## config.mk

```make
export PLATFORM = sky130hd
export DESIGN_NAME = rotater
export DESIGN_NICKNAME = d
export VERILOG_FILES = /design/src/rtl/pdp8_pkg.sv /design/src/rtl/ck_edge.sv /design/src/rtl/rotater.sv
export SDC_FILE = /design/constraint.sdc
export NUM_CORES = 1
export LEC_CHECK = 0
export BUFFER_PORTS_ARGS = -buffer_cell sky130_fd_sc_hd__buf_2
export CAP_MARGIN = 20
export CORE_AREA = 2 2 50 87
export CTS_CLUSTER_SIZE = 8
export DETAILED_ROUTE_END_ITERATION = 10
export DIE_AREA = 0 0 52 89
export PLACE_DENSITY_LB_ADDON = 0.3
export SLEW_MARGIN = 10
export SYNTH_ARGS = -nofsm -noshare
export SYNTH_HDL_FRONTEND = slang
export SYNTH_SLANG_ARGS = --single-unit
export TNS_END_PERCENT = 5
```

## constraint.sdc

```tcl
create_clock -name clk -period 4 [get_ports clk]
set_input_delay 0.8 -clock clk [delete_from_list [all_inputs] [get_ports clk]]
set_output_delay 0.8 -clock clk [all_outputs]
set_load 0.01 [all_outputs]
```

## src/rtl/pdp8_pkg.sv

```systemverilog
// Shared PDP-8 definitions: word width, rotater FSM states and step encoding,
// plus the single-step rotate used by the rotater datapath.
package pdp8_pkg;

  localparam int unsigned WORD_W = 12;
  localparam int unsigned HALF_W = WORD_W / 2;
  localparam int unsigned STEP_W = 2;

  typedef enum logic [1:0] {
    StIdle,
    StShift,
    StDone
  } rot_state_e;

  typedef enum logic [1:0] {
    OpNone,
    OpLeft,
    OpRight,
    OpBsw
  } rot_op_e;

  // One rotate step on the 13-bit {L, AC} value.
  function automatic logic [WORD_W:0] rot_step(input rot_op_e op, input logic [WORD_W:0] v);
    case (op)
      OpLeft:  return {v[WORD_W-1:0], v[WORD_W]};
      OpRight: return {v[0], v[WORD_W], v[WORD_W-1:1]};
      OpBsw:   return {v[WORD_W], v[HALF_W-1:0], v[WORD_W-1:HALF_W]};
      default: return v;
    endcase
  endfunction

endpackage

```

## src/rtl/ck_edge.sv

```systemverilog
// Registered rising-edge detector. The history flop resets high so a strobe
// already high when reset releases is not seen as an edge.
module ck_edge (
  input  logic clk,
  input  logic rst_n,
  input  logic ck,
  output logic rise
);

  logic last_ck_q;

  always_ff @(posedge clk or negedge rst_n) begin
    if (!rst_n) begin
      last_ck_q <= 1'b1;
    end else begin
      last_ck_q <= ck;
    end
  end

  assign rise = ck & ~last_ck_q;

endmodule

```

## src/rtl/rotater.sv

```systemverilog
// PDP-8 link/accumulator rotater: RAL/RTL, RAR/RTR and optional BSW, one step
// per clock. Define ROTATER_BSW_EN to enable BSW (R_twice alone).
module rotater
  import pdp8_pkg::*;
(
  input  logic              clk,
  input  logic              CLEAR_n,
  input  logic              R_ck,
  input  logic              R_left,
  input  logic              R_right,
  input  logic              R_twice,
  input  logic [WORD_W-1:0] AC_in,
  input  logic              L_in,
  output logic [WORD_W-1:0] AC_out,
  output logic              L_out,
  output logic              L_force,
  output logic              busy,
  output logic              done
);

  logic ck_rise;

  ck_edge u_ck_edge (
    .clk   (clk),
    .rst_n (CLEAR_n),
    .ck    (R_ck),
    .rise  (ck_rise)
  );

  rot_state_e        state_q;
  rot_op_e           op_q, op_d;
  logic [STEP_W-1:0] steps_q, steps_d;
  logic [WORD_W:0]   rot_q, rot_next;
  logic [WORD_W-1:0] ac_out_q;
  logic              l_out_q, l_force_q, busy_q, done_q;

  // Opposing directions cancel to a pass-through.
  always_comb begin
    op_d    = OpNone;
    steps_d = '0;
    if (R_left && !R_right) begin
      op_d    = OpLeft;
      steps_d = R_twice ? STEP_W'(2) : STEP_W'(1);
    end else if (R_right && !R_left) begin
      op_d    = OpRight;
      steps_d = R_twice ? STEP_W'(2) : STEP_W'(1);
    end else if (!R_left && !R_right && R_twice) begin
`ifdef ROTATER_BSW_EN
      op_d    = OpBsw;
      steps_d = STEP_W'(1);
`else
      op_d    = OpNone;
      steps_d = '0;
`endif
    end
  end

  assign rot_next = rot_step(op_q, rot_q);

  always_ff @(posedge clk or negedge CLEAR_n) begin
    if (!CLEAR_n) begin
      state_q   <= StIdle;
      op_q      <= OpNone;
      steps_q   <= '0;
      rot_q     <= '0;
      ac_out_q  <= '0;
      l_out_q   <= 1'b0;
      l_force_q <= 1'b0;
      busy_q    <= 1'b0;
      done_q    <= 1'b0;
    end else begin
      done_q    <= 1'b0;
      l_force_q <= 1'b0;
      case (state_q)
        StIdle: begin
          if (ck_rise) begin
            rot_q   <= {L_in, AC_in};
            op_q    <= op_d;
            steps_q <= steps_d;
            if (steps_d != '0) begin
              state_q <= StShift;
              busy_q  <= 1'b1;
            end else begin
              state_q   <= StDone;
              ac_out_q  <= AC_in;
              l_out_q   <= L_in;
              done_q    <= 1'b1;
              l_force_q <= 1'b1;
            end
          end
        end
        StShift: begin
          rot_q   <= rot_next;
          steps_q <= steps_q - STEP_W'(1);
          // Final step: publish the result together with done.
          if (steps_q == STEP_W'(1)) begin
            state_q   <= StDone;
            busy_q    <= 1'b0;
            ac_out_q  <= rot_next[WORD_W-1:0];
            l_out_q   <= rot_next[WORD_W];
            done_q    <= 1'b1;
            l_force_q <= 1'b1;
          end
        end
        StDone: begin
          state_q <= StIdle;
        end
        default: begin
          state_q <= StIdle;
          busy_q  <= 1'b0;
        end
      endcase
    end
  end

  assign AC_out  = ac_out_q;
  assign L_out   = l_out_q;
  assign L_force = l_force_q;
  assign busy    = busy_q;
  assign done    = done_q;

endmodule
```

==> results.py <==
metrics = {
    "status": {
        "outcome": "completed",
    },
    "grt": {
        "grt_max_degree": 36,
        "grt_pass1_wl_um": 7290,
        "grt-ovfl-total": 0,
        "antenna_found_initial": 0,
        "grt_pass1_vias": 1547,
        "grt_util_all_layers_pct": 21.3,
    },
    "yosys": {
        "ys_types": 35,
        "yosysWarningCount": 0,
        "ys_async_sr_fraction_pct": 100,
        "yosys_register_bits": 35,
        "synth-edff-count": 0,
        "synth_ff_type": "dfrtp_1",
        "syn_inst": 170,
        "syn_nets": 190,
        "syn_area_sq_um": 1920,
        "ys_seq_area_share_pct": 45.7,
        "avgSynthCellArea_sq_um": 11.3,
    },
    "cts": {
        "insertion_delay_ns": 0.29,
        "htree_levels": 2,
        "cts.sinks": 35,
        "cts_buffer_depth": 2,
        "post-cts-setup-buffers": 0,
        "numCtsBuffers": 5,
        "ctsResizeCount": 0,
        "clockRootBuffer": "clkbuf_8",
        "cts_tree": "yes",
        "clk_pin_slew_ns": 0.06,
        "cts_hold_buf": 0,
    },
    "pwr": {
        "leakage_nw": 0.949,
        "vdd_drop_max_mv": 0.584,
        "power_density_nw_per_um2": 794,
    },
    "job": {
        "drv_cap": 0,
    },
    "sta": {
        "period_minus_slack_ns": 2.06,
        "worst-slew-pin-transition_ns": 1.09,
        "grt_setup_unrepaired": "false",
        "drv_slew": 0,
        "fin_tns_setup_ns": 0,
        "finalSetupViolations": 0,
        "max_slew_margin_pct": 26.9,
        "hold_viol": 0,
        "fin_crit_sh_pct": 51.5,
        "finClkSkew_ns": 0.00371,
        "max_freq_ghz": 0.486,
    },
    "finish": {
        "nets": 219,
        "synthToLayoutAreaGrowth_pct": 13.8,
        "finalInstanceArea_sq_um": 2180,
        "drive_gt1_share_pct": 30.5,
        "antennaDiodeCount": 0,
    },
    "die": {
        "die_y_um": 89,
        "rows": 30,
        "io_pins": 35,
        "die-width_um": 52,
        "start_util_pct": 49.6,
        "die-area_sq_um": 4630,
        "core-area_sq_um": 3870,
    },
    "drt": {
        "drt-vias-per-instance": 5.98,
        "first_pass_iters": 5,
        "wirelength_um": 4450,
        "num_vias": 1484,
        "wl_per_cell_um": 17.9,
        "drc": 0,
        "drt_iter0_markers": 51,
        "ant_nets": 0,
    },
    "worst_setup_path": {
        "crit_slowest_cell": "nor2b_2",
        "r2r.worst_path.cells": 3,
        "path_class": "flip-flop to flip-flop",
        "startpoint": "state_q[0]",
        "worstPathCellList": "nor2b_2, a21oi_4, a221o_1",
        "r2r-end": "AC_out[9]",
        "cp_max_fo": 17,
        "crit_arrival_ns": 2.23,
        "max_stage_delay_ns": 0.91,
        "cp.required_ns": 4.17,
        "r2r_start": "state_q[0]",
        "crit_path_start_kind": "flip-flop",
        "crit_path_end_kind": "flip-flop",
        "ff2ff_setup_slack_ns": 1.94,
    },
    "placed_design": {
        "place.gp.congestion": 0.801,
        "place_area_sq_um": 2090,
        "hpwl_um": 3260,
        "io_buffers": 34,
    },
    "hold_path": {
        "holdPathEnd": "busy",
        "min_delay_path_depth": 1,
        "min_path_type": "flip-flop to flip-flop",
        "min-delay-start": "busy",
    },
}
cells by family (layout without fill, tap and decap cells):
group           after synthesis  after routing  share of synthesized area [%]
simple gates                 48             48                           13.3
buf+inv                      17             47                           4.56
flops                        35             35                           45.7
compound gates               42             42                           14.6
fa+ha+maj                     1              1                          0.652
xor+xnor                      2              2                          0.913
mux                          25             25                           20.3
through the flow:
stage	utilization (%)	cells	hold WS, ns	total power, mW	setup slack (ns)
5_1_grt	56.5	248	0.529	1.85	1.82
3_5_place_dp	54.1	240	0.474	1.48	1.74
4_1_cts	56.5	248	0.500	1.74	1.95
3_3_place_gp	54.1	240	0.474	1.43	1.79
2_1_floorplan	-	170	0.484	1.24	1.96
6_report	56.5	248	0.495	1.73	1.94
cell type report:
class	instances	area [sq um]
Fill cell	327	1680
Multi-Input combinational cell	118	957
Sequential cell	35	877
Timing Repair Buffer	35	178
Clock buffer	7	86.3
Tap cell	48	60.1
Inverter	4	20.0
Clock inverter	1	5.00
state kept, by name, summed over array words and instances (netlist names):
name,flops
AC_out,12
L_out,1
busy,1
done,1
op_q,2
rot_q,13
state_q,2
steps_q,2
u_ck_edge.last_ck_q,1
report_power, final:
group	switching (mW)	internal, mW
Clock	0.122	0.139
Combinational	0.365	0.400
Sequential	0.194	0.515
Yosys cell counts (2+ instances only):
| library cell | n | area (sq um) |
|---|---|---|
| nand3_1 | 3 | 15.0 |
| a31oi_1 | 2 | 12.5 |
| dfrtp_1 | 34 | 851 |
| a221o_1 | 7 | 70.1 |
| nor2b_1 | 10 | 62.6 |
| buf_2 | 5 | 25.0 |
| clkbuf_1 | 5 | 18.8 |
| nor2_1 | 9 | 33.8 |
| o22ai_1 | 6 | 37.5 |
| mux2i_1 | 13 | 130 |
| nand2_1 | 17 | 63.8 |
| o21ai_0 | 16 | 80.1 |
| o21a_1 | 2 | 15.0 |
| a21oi_1 | 5 | 25.0 |
| mux4_2 | 11 | 248 |
| inv_1 | 3 | 11.3 |
| nand2b_1 | 4 | 25.0 |
layer usage:
layer	routed length (um)	GRT usage, %
met5	0	0
met3	236	4.52
met4	93	8.61
met2	2450	38.3
met1	1670	23.8
worst max path at each step:
stage                     slack (ns)         to
after detailed placement        1.74  AC_out[7]
after global placement          1.79  AC_out[1]
after floorplan                 1.96  AC_out[1]
after CTS                       1.95  AC_out[9]
after global routing            1.82  AC_out[7]
final                           1.94  AC_out[9]
cell usage in the layout, fill, tap and decap left out, types with 7 or more instances in the layout:
cell,n
dfrtp_1,34
mux2i_1,13
nor2_1,9
a221o_1,7
nand2_1,17
nor2b_1,9
o21ai_0,16
buf_2,34
mux4_2,11
critical path: cells and delay by family, from the launching register on:
| family | cells | cell delay (ns) |
|---|---|---|
| DFF | 1 | 0.44 |
| AOI/OAI and AO/OA | 2 | 0.59 |
| and+or+nand+nor | 1 | 0.91 |
No activity file was read; power rests on OpenSTA's default activity.
